**src/rtl/tx_engine.sv**
```systemverilog
// PCIe TX engine: 2-beat 1-DW CplD for register reads and 2-beat 32-bit MRd for DMA reads on a 64-bit AXI-S TX port.
// Latency: request high -> beat 0 valid after 2 clocks; done/ack pulse the cycle after the last beat is accepted.
// Backpressure: beats advance only on tvalid&tready; stalled beats hold data/keep/last/valid stable, no inter-beat bubble.
module tx_engine #(
  parameter int C_DATA_WIDTH = 64,
  parameter int NUM_TAGS     = 32
) (
  input  logic                      clk_i,
  input  logic                      rst_n,
  // AXI-S TX toward the PCIe core
  output logic [C_DATA_WIDTH-1:0]   s_axis_tx_tdata,
  output logic [C_DATA_WIDTH/8-1:0] s_axis_tx_tkeep,
  output logic                      s_axis_tx_tlast,
  output logic                      s_axis_tx_tvalid,
  input  logic                      s_axis_tx_tready,
  // Configuration
  input  logic [15:0]               completer_id_i,
  // Completion request from the receive engine
  input  logic                      req_compl_wd_i,
  output logic                      compl_done_o,
  input  logic [31:0]               tx_reg_data_i,
  input  logic [2:0]                req_tc_i,
  input  logic                      req_td_i,
  input  logic                      req_ep_i,
  input  logic [1:0]                req_attr_i,
  input  logic [9:0]                req_len_i,
  input  logic [15:0]               req_rid_i,
  input  logic [7:0]                req_tag_i,
  input  logic [6:0]                req_addr_i,
  // DMA read request
  input  logic                      dma_rd_req_i,
  input  logic [31:0]               dma_rd_addr_i,
  input  logic [9:0]                dma_rd_len_i,
  output logic                      dma_rd_ack_o,
  output logic [7:0]                dma_rd_tag_o
);

  localparam logic [2:0] S_IDLE     = 3'd0;
  localparam logic [2:0] S_CPL_HDR  = 3'd1;
  localparam logic [2:0] S_CPL_DATA = 3'd2;
  localparam logic [2:0] S_MRD_HDR  = 3'd3;
  localparam logic [2:0] S_MRD_ADDR = 3'd4;

  localparam logic [7:0] TAG_MAX = 8'(NUM_TAGS - 1);

  // FSM and bookkeeping
  logic [2:0]  state_q, state_d;
  logic [7:0]  tag_q, tag_d;
  logic        cpl_armed_q, cpl_armed_d;

  // Registered AXI-S outputs and status pulses
  logic [C_DATA_WIDTH-1:0]   tdata_q, tdata_d;
  logic [C_DATA_WIDTH/8-1:0] tkeep_q, tkeep_d;
  logic        tlast_q, tlast_d;
  logic        tvalid_q, tvalid_d;
  logic        done_q, done_d;
  logic        ack_q, ack_d;
  logic [7:0]  ack_tag_q, ack_tag_d;

  // Request fields captured when leaving IDLE, so mid-TLP input changes are ignored
  logic        cap_cpl, cap_mrd;
  logic [15:0] cid_q;
  logic [2:0]  tc_q;
  logic        td_q;
  logic        ep_q;
  logic [1:0]  attr_q;
  logic [15:0] rid_q;
  logic [7:0]  rtag_q;
  logic [6:0]  raddr_q;
  logic [31:0] rdata_q;
  logic [29:0] mrd_addr_q;
  logic [9:0]  mrd_len_q;

  logic        beat_fire;
  logic [3:0]  mrd_last_be;
  logic [63:0] cpl_beat0, cpl_beat1, mrd_beat0, mrd_beat1;

  // A CplD here always carries exactly one DW, and DMA addresses are DW aligned,
  // so the echoed length and the two low address bits carry no information.
  logic unused_ok;
  assign unused_ok = ^{req_len_i, dma_rd_addr_i[1:0]};

  assign beat_fire = tvalid_q & s_axis_tx_tready;

  // A single-DW read must not enable any bytes of a (non-existent) last DW.
  assign mrd_last_be = (mrd_len_q == 10'd1) ? 4'h0 : 4'hF;

  // CplD header: DW1 = {completer, status/BCM, byte count 4}; DW0 = fmt/type 3DW+data, length 1.
  assign cpl_beat0 = {cid_q, 3'b000, 1'b0, 12'd4,
                      1'b0, 2'b10, 5'b01010, 1'b0, tc_q, 4'b0,
                      td_q, ep_q, attr_q, 2'b0, 10'd1};
  // CplD tail: DW3 = payload, DW2 = {requester, tag, lower address}.
  assign cpl_beat1 = {rdata_q, rid_q, rtag_q, 1'b0, raddr_q};
  // MRd32 header: DW1 = {requester (us), tag, last BE, first BE}; DW0 = length only.
  assign mrd_beat0 = {cid_q, tag_q, mrd_last_be, 4'hF,
                      1'b0, 2'b00, 5'b00000, 1'b0, 3'b0, 4'b0,
                      1'b0, 1'b0, 2'b00, 2'b0, mrd_len_q};
  // MRd32 address DW; upper DW lane is unused and masked by tkeep.
  assign mrd_beat1 = {32'h0, mrd_addr_q, 2'b00};

  // Next-state logic: FSM, output beat registers, tag counter and completion re-arm
  always_comb begin
    state_d     = state_q;
    tdata_d     = tdata_q;
    tkeep_d     = tkeep_q;
    tlast_d     = tlast_q;
    tvalid_d    = tvalid_q;
    done_d      = 1'b0;
    ack_d       = 1'b0;
    ack_tag_d   = ack_tag_q;
    tag_d       = tag_q;
    // The receive engine holds its request a cycle past done; only a low level re-arms.
    cpl_armed_d = cpl_armed_q | ~req_compl_wd_i;
    cap_cpl     = 1'b0;
    cap_mrd     = 1'b0;

    case (state_q)
      S_IDLE: begin
        tvalid_d = 1'b0;
        // Completion has strict priority over DMA reads.
        if (req_compl_wd_i && cpl_armed_q) begin
          state_d = S_CPL_HDR;
          cap_cpl = 1'b1;
        end else if (dma_rd_req_i) begin
          state_d = S_MRD_HDR;
          cap_mrd = 1'b1;
        end
      end

      S_CPL_HDR: begin
        if (!tvalid_q) begin
          // First cycle after IDLE: present beat 0 from the captured fields.
          tdata_d  = cpl_beat0;
          tkeep_d  = 8'hFF;
          tlast_d  = 1'b0;
          tvalid_d = 1'b1;
        end else if (beat_fire) begin
          tdata_d = cpl_beat1;
          tkeep_d = 8'hFF;
          tlast_d = 1'b1;
          state_d = S_CPL_DATA;
        end
      end

      S_CPL_DATA: begin
        if (beat_fire) begin
          tdata_d     = '0;
          tkeep_d     = '0;
          tlast_d     = 1'b0;
          tvalid_d    = 1'b0;
          done_d      = 1'b1;
          cpl_armed_d = 1'b0;
          state_d     = S_IDLE;
        end
      end

      S_MRD_HDR: begin
        if (!tvalid_q) begin
          tdata_d  = mrd_beat0;
          tkeep_d  = 8'hFF;
          tlast_d  = 1'b0;
          tvalid_d = 1'b1;
        end else if (beat_fire) begin
          tdata_d = mrd_beat1;
          tkeep_d = 8'h0F;
          tlast_d = 1'b1;
          state_d = S_MRD_ADDR;
        end
      end

      S_MRD_ADDR: begin
        if (beat_fire) begin
          tdata_d   = '0;
          tkeep_d   = '0;
          tlast_d   = 1'b0;
          tvalid_d  = 1'b0;
          ack_d     = 1'b1;
          ack_tag_d = tag_q;
          tag_d     = (tag_q == TAG_MAX) ? 8'd0 : tag_q + 8'd1;
          state_d   = S_IDLE;
        end
      end

      default: begin
        state_d  = S_IDLE;
        tvalid_d = 1'b0;
      end
    endcase
  end

  // State, output and counter registers; reset drops tvalid immediately
  always_ff @(posedge clk_i or negedge rst_n) begin
    if (!rst_n) begin
      state_q     <= S_IDLE;
      tag_q       <= 8'd0;
      cpl_armed_q <= 1'b1;
      tdata_q     <= '0;
      tkeep_q     <= '0;
      tlast_q     <= 1'b0;
      tvalid_q    <= 1'b0;
      done_q      <= 1'b0;
      ack_q       <= 1'b0;
      ack_tag_q   <= 8'd0;
    end else begin
      state_q     <= state_d;
      tag_q       <= tag_d;
      cpl_armed_q <= cpl_armed_d;
      tdata_q     <= tdata_d;
      tkeep_q     <= tkeep_d;
      tlast_q     <= tlast_d;
      tvalid_q    <= tvalid_d;
      done_q      <= done_d;
      ack_q       <= ack_d;
      ack_tag_q   <= ack_tag_d;
    end
  end

  // Request field capture on the IDLE exit edge
  always_ff @(posedge clk_i or negedge rst_n) begin
    if (!rst_n) begin
      cid_q      <= 16'd0;
      tc_q       <= 3'd0;
      td_q       <= 1'b0;
      ep_q       <= 1'b0;
      attr_q     <= 2'd0;
      rid_q      <= 16'd0;
      rtag_q     <= 8'd0;
      raddr_q    <= 7'd0;
      rdata_q    <= 32'd0;
      mrd_addr_q <= 30'd0;
      mrd_len_q  <= 10'd0;
    end else begin
      if (cap_cpl || cap_mrd) begin
        cid_q <= completer_id_i;
      end
      if (cap_cpl) begin
        tc_q    <= req_tc_i;
        td_q    <= req_td_i;
        ep_q    <= req_ep_i;
        attr_q  <= req_attr_i;
        rid_q   <= req_rid_i;
        rtag_q  <= req_tag_i;
        raddr_q <= req_addr_i;
        rdata_q <= tx_reg_data_i;
      end
      if (cap_mrd) begin
        mrd_addr_q <= dma_rd_addr_i[31:2];
        mrd_len_q  <= dma_rd_len_i;
      end
    end
  end

  assign s_axis_tx_tdata  = tdata_q;
  assign s_axis_tx_tkeep  = tkeep_q;
  assign s_axis_tx_tlast  = tlast_q;
  assign s_axis_tx_tvalid = tvalid_q;
  assign compl_done_o     = done_q;
  assign dma_rd_ack_o     = ack_q;
  assign dma_rd_tag_o     = ack_tag_q;

endmodule
```
**config.mk**
```make
export PLATFORM = sky130hd
export DESIGN_NAME = tx_engine
export DESIGN_NICKNAME = d
export VERILOG_FILES = /design/src/rtl/tx_engine.sv
export SDC_FILE = /design/constraint.sdc
export NUM_CORES = 1
export LEC_CHECK = 0
export BUFFER_PORTS_ARGS = -buffer_cell sky130_fd_sc_hd__buf_2
export CAP_MARGIN = 20
export CORE_ASPECT_RATIO = 2
export CORE_UTILIZATION = 29
export CTS_CLUSTER_DIAMETER = 40
export DETAILED_ROUTE_END_ITERATION = 6
export PLACE_DENSITY = 0.6
export RECOVER_POWER = 50
export SETUP_SLACK_MARGIN = 0.02
export SLEW_MARGIN = 20
export SYNTH_ARGS = -nofsm -noshare
export SYNTH_HDL_FRONTEND = slang
export SYNTH_SLANG_ARGS = --single-unit
```
**constraint.sdc**
```tcl
create_clock -name clk_i -period 1.6 [get_ports clk_i]
set_input_delay 0.32 -clock clk_i [delete_from_list [all_inputs] [get_ports clk_i]]
set_output_delay 0.32 -clock clk_i [all_outputs]
set_load 0.01 [all_outputs]
```
-- Word-level counts from Yosys, hierarchy flattened
Index checks and enable logic that the tools add are counted.
- output and inout bits: 84
- register bits: 222
- bitwise operators: 3
- eq/ne operators: 15
- reductions and logical operators: 11
- add/sub/neg operators: 1
- multiplexer cells: 37
- operators with widths (operator ; count):
    two-way mux 64 bit ; 5
    one-hot mux 64 bit (3 select lines) ; 1
    two-way mux 8 bit ; 6
    one-hot mux 8 bit (3 select lines) ; 1
    two-way mux 3 bit ; 7
    two-way mux 1 bit ; 13
    one-hot mux 3 bit (4 select lines) ; 1
    == test 10 x 1 -> 1 bit, second input constant ; 1
    inequality test 3 bit, second input constant ; 3
    adder 8 x 1 -> 8 bit, second input constant ; 1
    == test 8 x 5 -> 1 bit, second input constant ; 1
    inequality test 2 bit, second input constant ; 4
    == test 3 x 2 -> 1 bit, second input constant ; 2
    AND reduction 6 bit ; 1
    two-way mux 4 bit ; 1
    one-hot mux 1 bit (2 select lines) ; 2
    AND reduction 4 bit ; 1
    OR reduction 2 bit ; 2
    == test 3 x 1 -> 1 bit, second input constant ; 1
    == test 3 bit, second input constant ; 1
    zero test 3 bit ; 1
    inequality test 3 x 2 -> 1 bit, second input constant ; 1
    AND reduction 3 bit ; 1
    nonzero test 3 bit ; 1
    other kinds (8) ; 8

-- Depth between registers and ports, before layout
- depth after elaboration: 4
- gate-level depth with buffers: 8
- mapped depth without buffers: 5

-- Worst setup path before layout
Ideal clock, no wire load.
- path type: register to register
- start: register state_q[0]
- end: register tag_q[5]
- path buffers: 1
- data arrival time: 1.553 ns
- clock period less this slack: 1.678 ns
- library setup time: 0.125 ns
- slack: -0.078 ns
- required time: 1.475 ns
- cell stages (with the launch flop): 6
- cell sequence: dfrtp_1 -> buf_2 -> nor3b_4 -> nand3_2 -> nor3_1 -> mux2_2
- word-level cells in the longest chain between the ends: 2
- ends and longest elaborated chain (item ; RTL line ; source):
    start: declaration ; 47 ; logic [2:0] state_q, state_d;
    start signal: assignment ; 205 ; state_q <= state_d;
    == test 3 bit ; 117 ; case (state_q)
    AND reduction 2 bit (no source line) ; - ;
    end signal: assignment ; 206 ; tag_q <= tag_d;
    end: declaration ; 48 ; logic [7:0] tag_q, tag_d;
Every way passes these cells.
A chain may end at the register's enable or synchronous reset.

-- Worst setup path after layout
- start: register state_q[1]
- end: register tdata_q[56] (netlist: s_axis_tx_tdata[56])
- word-level cells in the longest chain between the ends: 4
- ends and longest elaborated chain (item ; RTL line ; source):
    == test 3 bit / == test 3 x 2 -> 1 bit (equally long branches) ; 117 ;
    OR reduction 2 bit (no source line) ; - ;
    inequality test 2 x 1 -> 1 bit (no source line) / nonzero test 3 bit (equally long branches) ; - ;
    AND reduction 4 bit (no source line) ; - ;
    end signal: assignment ; 208 ; tdata_q <= tdata_d;
    end: declaration ; 52 ; logic [C_DATA_WIDTH-1:0] tdata_q, tdata_d;
Parallel ways exist; a longest one is shown, timed or not.

==> impl_metrics.yaml <==
sta:
  slew-limit-headroom_pct: 50.2
  setup_viol: 193
  hold_viol: 0
  rsz0062_at_grt: "yes"
  period_minus_slack_ns: 1.83
  finalHoldWorstSlack_ns: 0.0202
  skew_ns: 0.0113
  worstMarginPinSlew_ns: 0.747
  max_freq_mhz: 548
  worst_slack_ns: -0.226
  fin_crit_sh_pct: 114
  finalMaxSlewViolations: 0
global_route:
  overflow: 0
  grt_max_degree: 49
  grt_pass1_vias: 7338
  antenna_found_initial: 6
  track_usage_pct: 17.5
  grt_first_pass_wirelength_um: 42400
clock_network:
  tritoncts: "done"
  cts_buffer_depth: 3
  h-tree-depth: 1
  clk_latency_ns: 0.53
  root_buffer: "clkbuf_16"
  cts_inserted_buffers: 24
  clkSinkCount: 216
  clk_pin_slew_ns: 0.07
layout:
  finalNetCount: 1203
  final_core_util_pct: 44.3
  syn_to_final_growth_pct: 50.6
  fillers: 2837
  drive_gt1_share_pct: 52.6
  stdcell_area_mm2: 0.0136
logic_synthesis:
  synth_top_family_by_area: "multiplexers"
  yosys.area.top_type_share_pct: 59.5
  synth_edf_count: 0
  synth_xor_area_share_pct: 0.388
  synth-seq-cells: 216
  avgSynthCellArea_um2: 12.6
  ys_seq_area_share_pct: 59.8
  synth_simple_gate_area_share_pct: 8.57
  yosys.area_share.adder_pct: 0.138
  synth_compound_area_share_pct: 9.01
  muxShareOfSynthArea_pct: 18.6
  synth_area_leader_cell: "dfrtp_1"
  synth_area_leaders: "dfrtp_1 (60%), mux2_2 (17%), nand2_1 (3.4%)"
  synthArstFlopShare_pct: 100
  synth_flop_cell: "dfrtp_1"
  syn_area_mm2: 0.00904
  syn_nets: 864
  netlist-cell-type-count: 51
  yosysWarnings: 0
  syn_inst: 720
worst_setup_path:
  worst_r2r_path_depth: 8
  r2r_start: "state_q[1]"
  r2r_slack_ns: -0.23
  cpLargestDelayFamily: "buffers and inverters"
  max_stage_delay_ns: 0.43
  crit_slowest_cell: "o221a_4"
  cp-startpoint: "state_q[1]"
  arrival_ns: 2.28
  worstSetupPathType: "flip-flop to flip-flop"
  crit_chain: "buf_4 > buf_4 > nand4b_1 > o221a_4 > buf_12 > clkbuf_16 > nand2_1 > o21ai_1"
  cp_common_cell: "buf_4"
  start_kind: "flip-flop"
  path_max_fanout: 8
  critPathBufInv: 4
  cp-end-kind: "flip-flop"
  r2r-end: "s_axis_tx_tdata[56]"
  cp.required_ns: 2.05
route:
  drc: 0
  antenna_left: 0
  firstDrtPassIters: 4
  drt-total-wl_um: 29100
  vias_per_cell: 4.82
  via_count: 7027
  wl_per_cell_um: 20.0
  initialDrtViolationCount: 323
hold_path:
  min_path_type: "input port to flip-flop"
  holdPathStages: 2
  min_from: "req_rid_i[3]"
  hold_end: "rid_q[3]"
floorplan:
  num_rows: 91
  die_w_um: 127
  dieArea_mm2: 0.0319
  pin_count: 227
  start_util_pct: 29.4
  core-area_mm2: 0.0307
  die_h_um: 252
power_and_ir_drop:
  total_power_mw: 29.8
  p_leak_nw: 6.47
  ir_drop_v: 0.00103
  powerDensity_mw_per_mm2: 2190
placed_design:
  gp_congestion: 0.798
  io_buffers: 214
  dpl_cell_area_mm2: 0.0111
  hpwl_um: 17900
  place_ws_ns: -0.397
flow_run:
  drv_cap: 0
run_status:
  violations: "setup timing"
  status: "finished, violations left"
==> report_power, final <==
part           switching (mW)  leakage [nW]  internal [mW]
combinational            6.37          3.36           7.38
clock                    2.45         0.451           4.06
sequential               1.49          2.65           8.02
==> routing by layer <==
metal	part of all wire, %	track usage [%]	vias to the layer above
li1	-	-	3246
met1	36	18.8	3553
met2	58	33.5	174
met3	2.9	2.01	54
met4	3.3	8.20	0
met5	0	0	-
==> repair_timing <==
item,in CTS,in global routing
pin swaps,8,11
resized for setup,114,33
gates cloned,8,8
setup endpoints to repair,195,216
endpoints found under the hold margin,76,0
setup buffers,17,7
hold buffers,40,0
==> sequential cells by signal, indices dropped and copies added, names as in the netlist <==
register,flops
s_axis_tx_tdata,64
rdata_q,32
mrd_addr_q,30
cid_q,16
rid_q,16
mrd_len_q,10
dma_rd_tag_o,8
rtag_q,8
tag_q,8
raddr_q,7
state_q,3
tc_q,3
attr_q,2
s_axis_tx_tkeep,2
compl_done_o,1
cpl_armed_q,1
dma_rd_ack_o,1
ep_q,1
s_axis_tx_tlast,1
s_axis_tx_tvalid,1
td_q,1
==> worst max path at each step <==
stage                          end  slack [ns]  cells past startpoint
5_1_grt        s_axis_tx_tdata[52]       -0.30                      8
3_5_place_dp   s_axis_tx_tdata[30]       -0.40                      7
2_1_floorplan  s_axis_tx_tdata[40]       -0.02                      7
6_report       s_axis_tx_tdata[56]       -0.23                      8
4_1_cts                rdata_q[15]       -0.19                      6
3_3_place_gp   s_axis_tx_tdata[30]       -0.40                      7
==> final cells by class <==
| cell class | instances | area [um^2] | share of cell area (%) |
|---|---|---|---|
| sequential | 216 | 5410 | 39.8 |
| multi-input combinational | 445 | 3830 | 28.2 |
| clock inverter | 15 | 269 | 1.98 |
| tap | 372 | 465 | 3.42 |
| inverter | 7 | 26.3 | 0.193 |
| clock buffer | 29 | 681 | 5.00 |
| antenna | 8 | 20.0 | 0.147 |
| timing repair buffer | 365 | 2900 | 21.3 |
==> metrics by stage <==
stage               setup TNS, ns  cells
finish                     -29.50   1457
global route               -41.84   1455
CTS                        -21.03   1435
detailed placement         -35.69   1326
global placement           -32.10   1326
floorplan                  -0.114    720
==> logic make-up (layout without fill, tap and decap cells) <==
| logic type | Yosys count | in the layout |
|---|---|---|
| multiplexers | 151 | 151 |
| AO/OA/AOI/OAI | 121 | 121 |
| buffers and inverters | 59 | 416 |
| flip-flops | 216 | 216 |
| XOR/XNOR | 4 | 4 |
| adder cells (fa/ha/maj) | 1 | 1 |
| other | 0 | 8 |
| AND/OR/NAND/NOR | 168 | 168 |
==> cell usage after synthesis, drive strengths merged, types with 5 or more instances <==
cell type	n
a221oi	16
inv	7
o211ai	8
a22oi	19
mux2i	16
clkbuf	8
nor3	7
a21oi	19
a21o	5
mux2	135
nor2	44
nand3	13
buf	44
nand2	83
dfrtp	215
o21ai	34
==> placed cells by master (no fill, tap or decap), types with 11 or more instances in the layout <==
cell type	n
mux2_4	41
mux2i_1	16
dfrtp_1	212
a21oi_1	14
dlygate4sd3_1	40
buf_2	212
a22oi_1	19
nand2_1	80
clkbuf_16	32
o21ai_0	14
a221oi_2	13
nand3_1	11
buf_6	16
nor2_1	43
mux2_2	94
buf_4	53
o21ai_1	20
buf_12	20
Power figures use the tool's default switching activity.
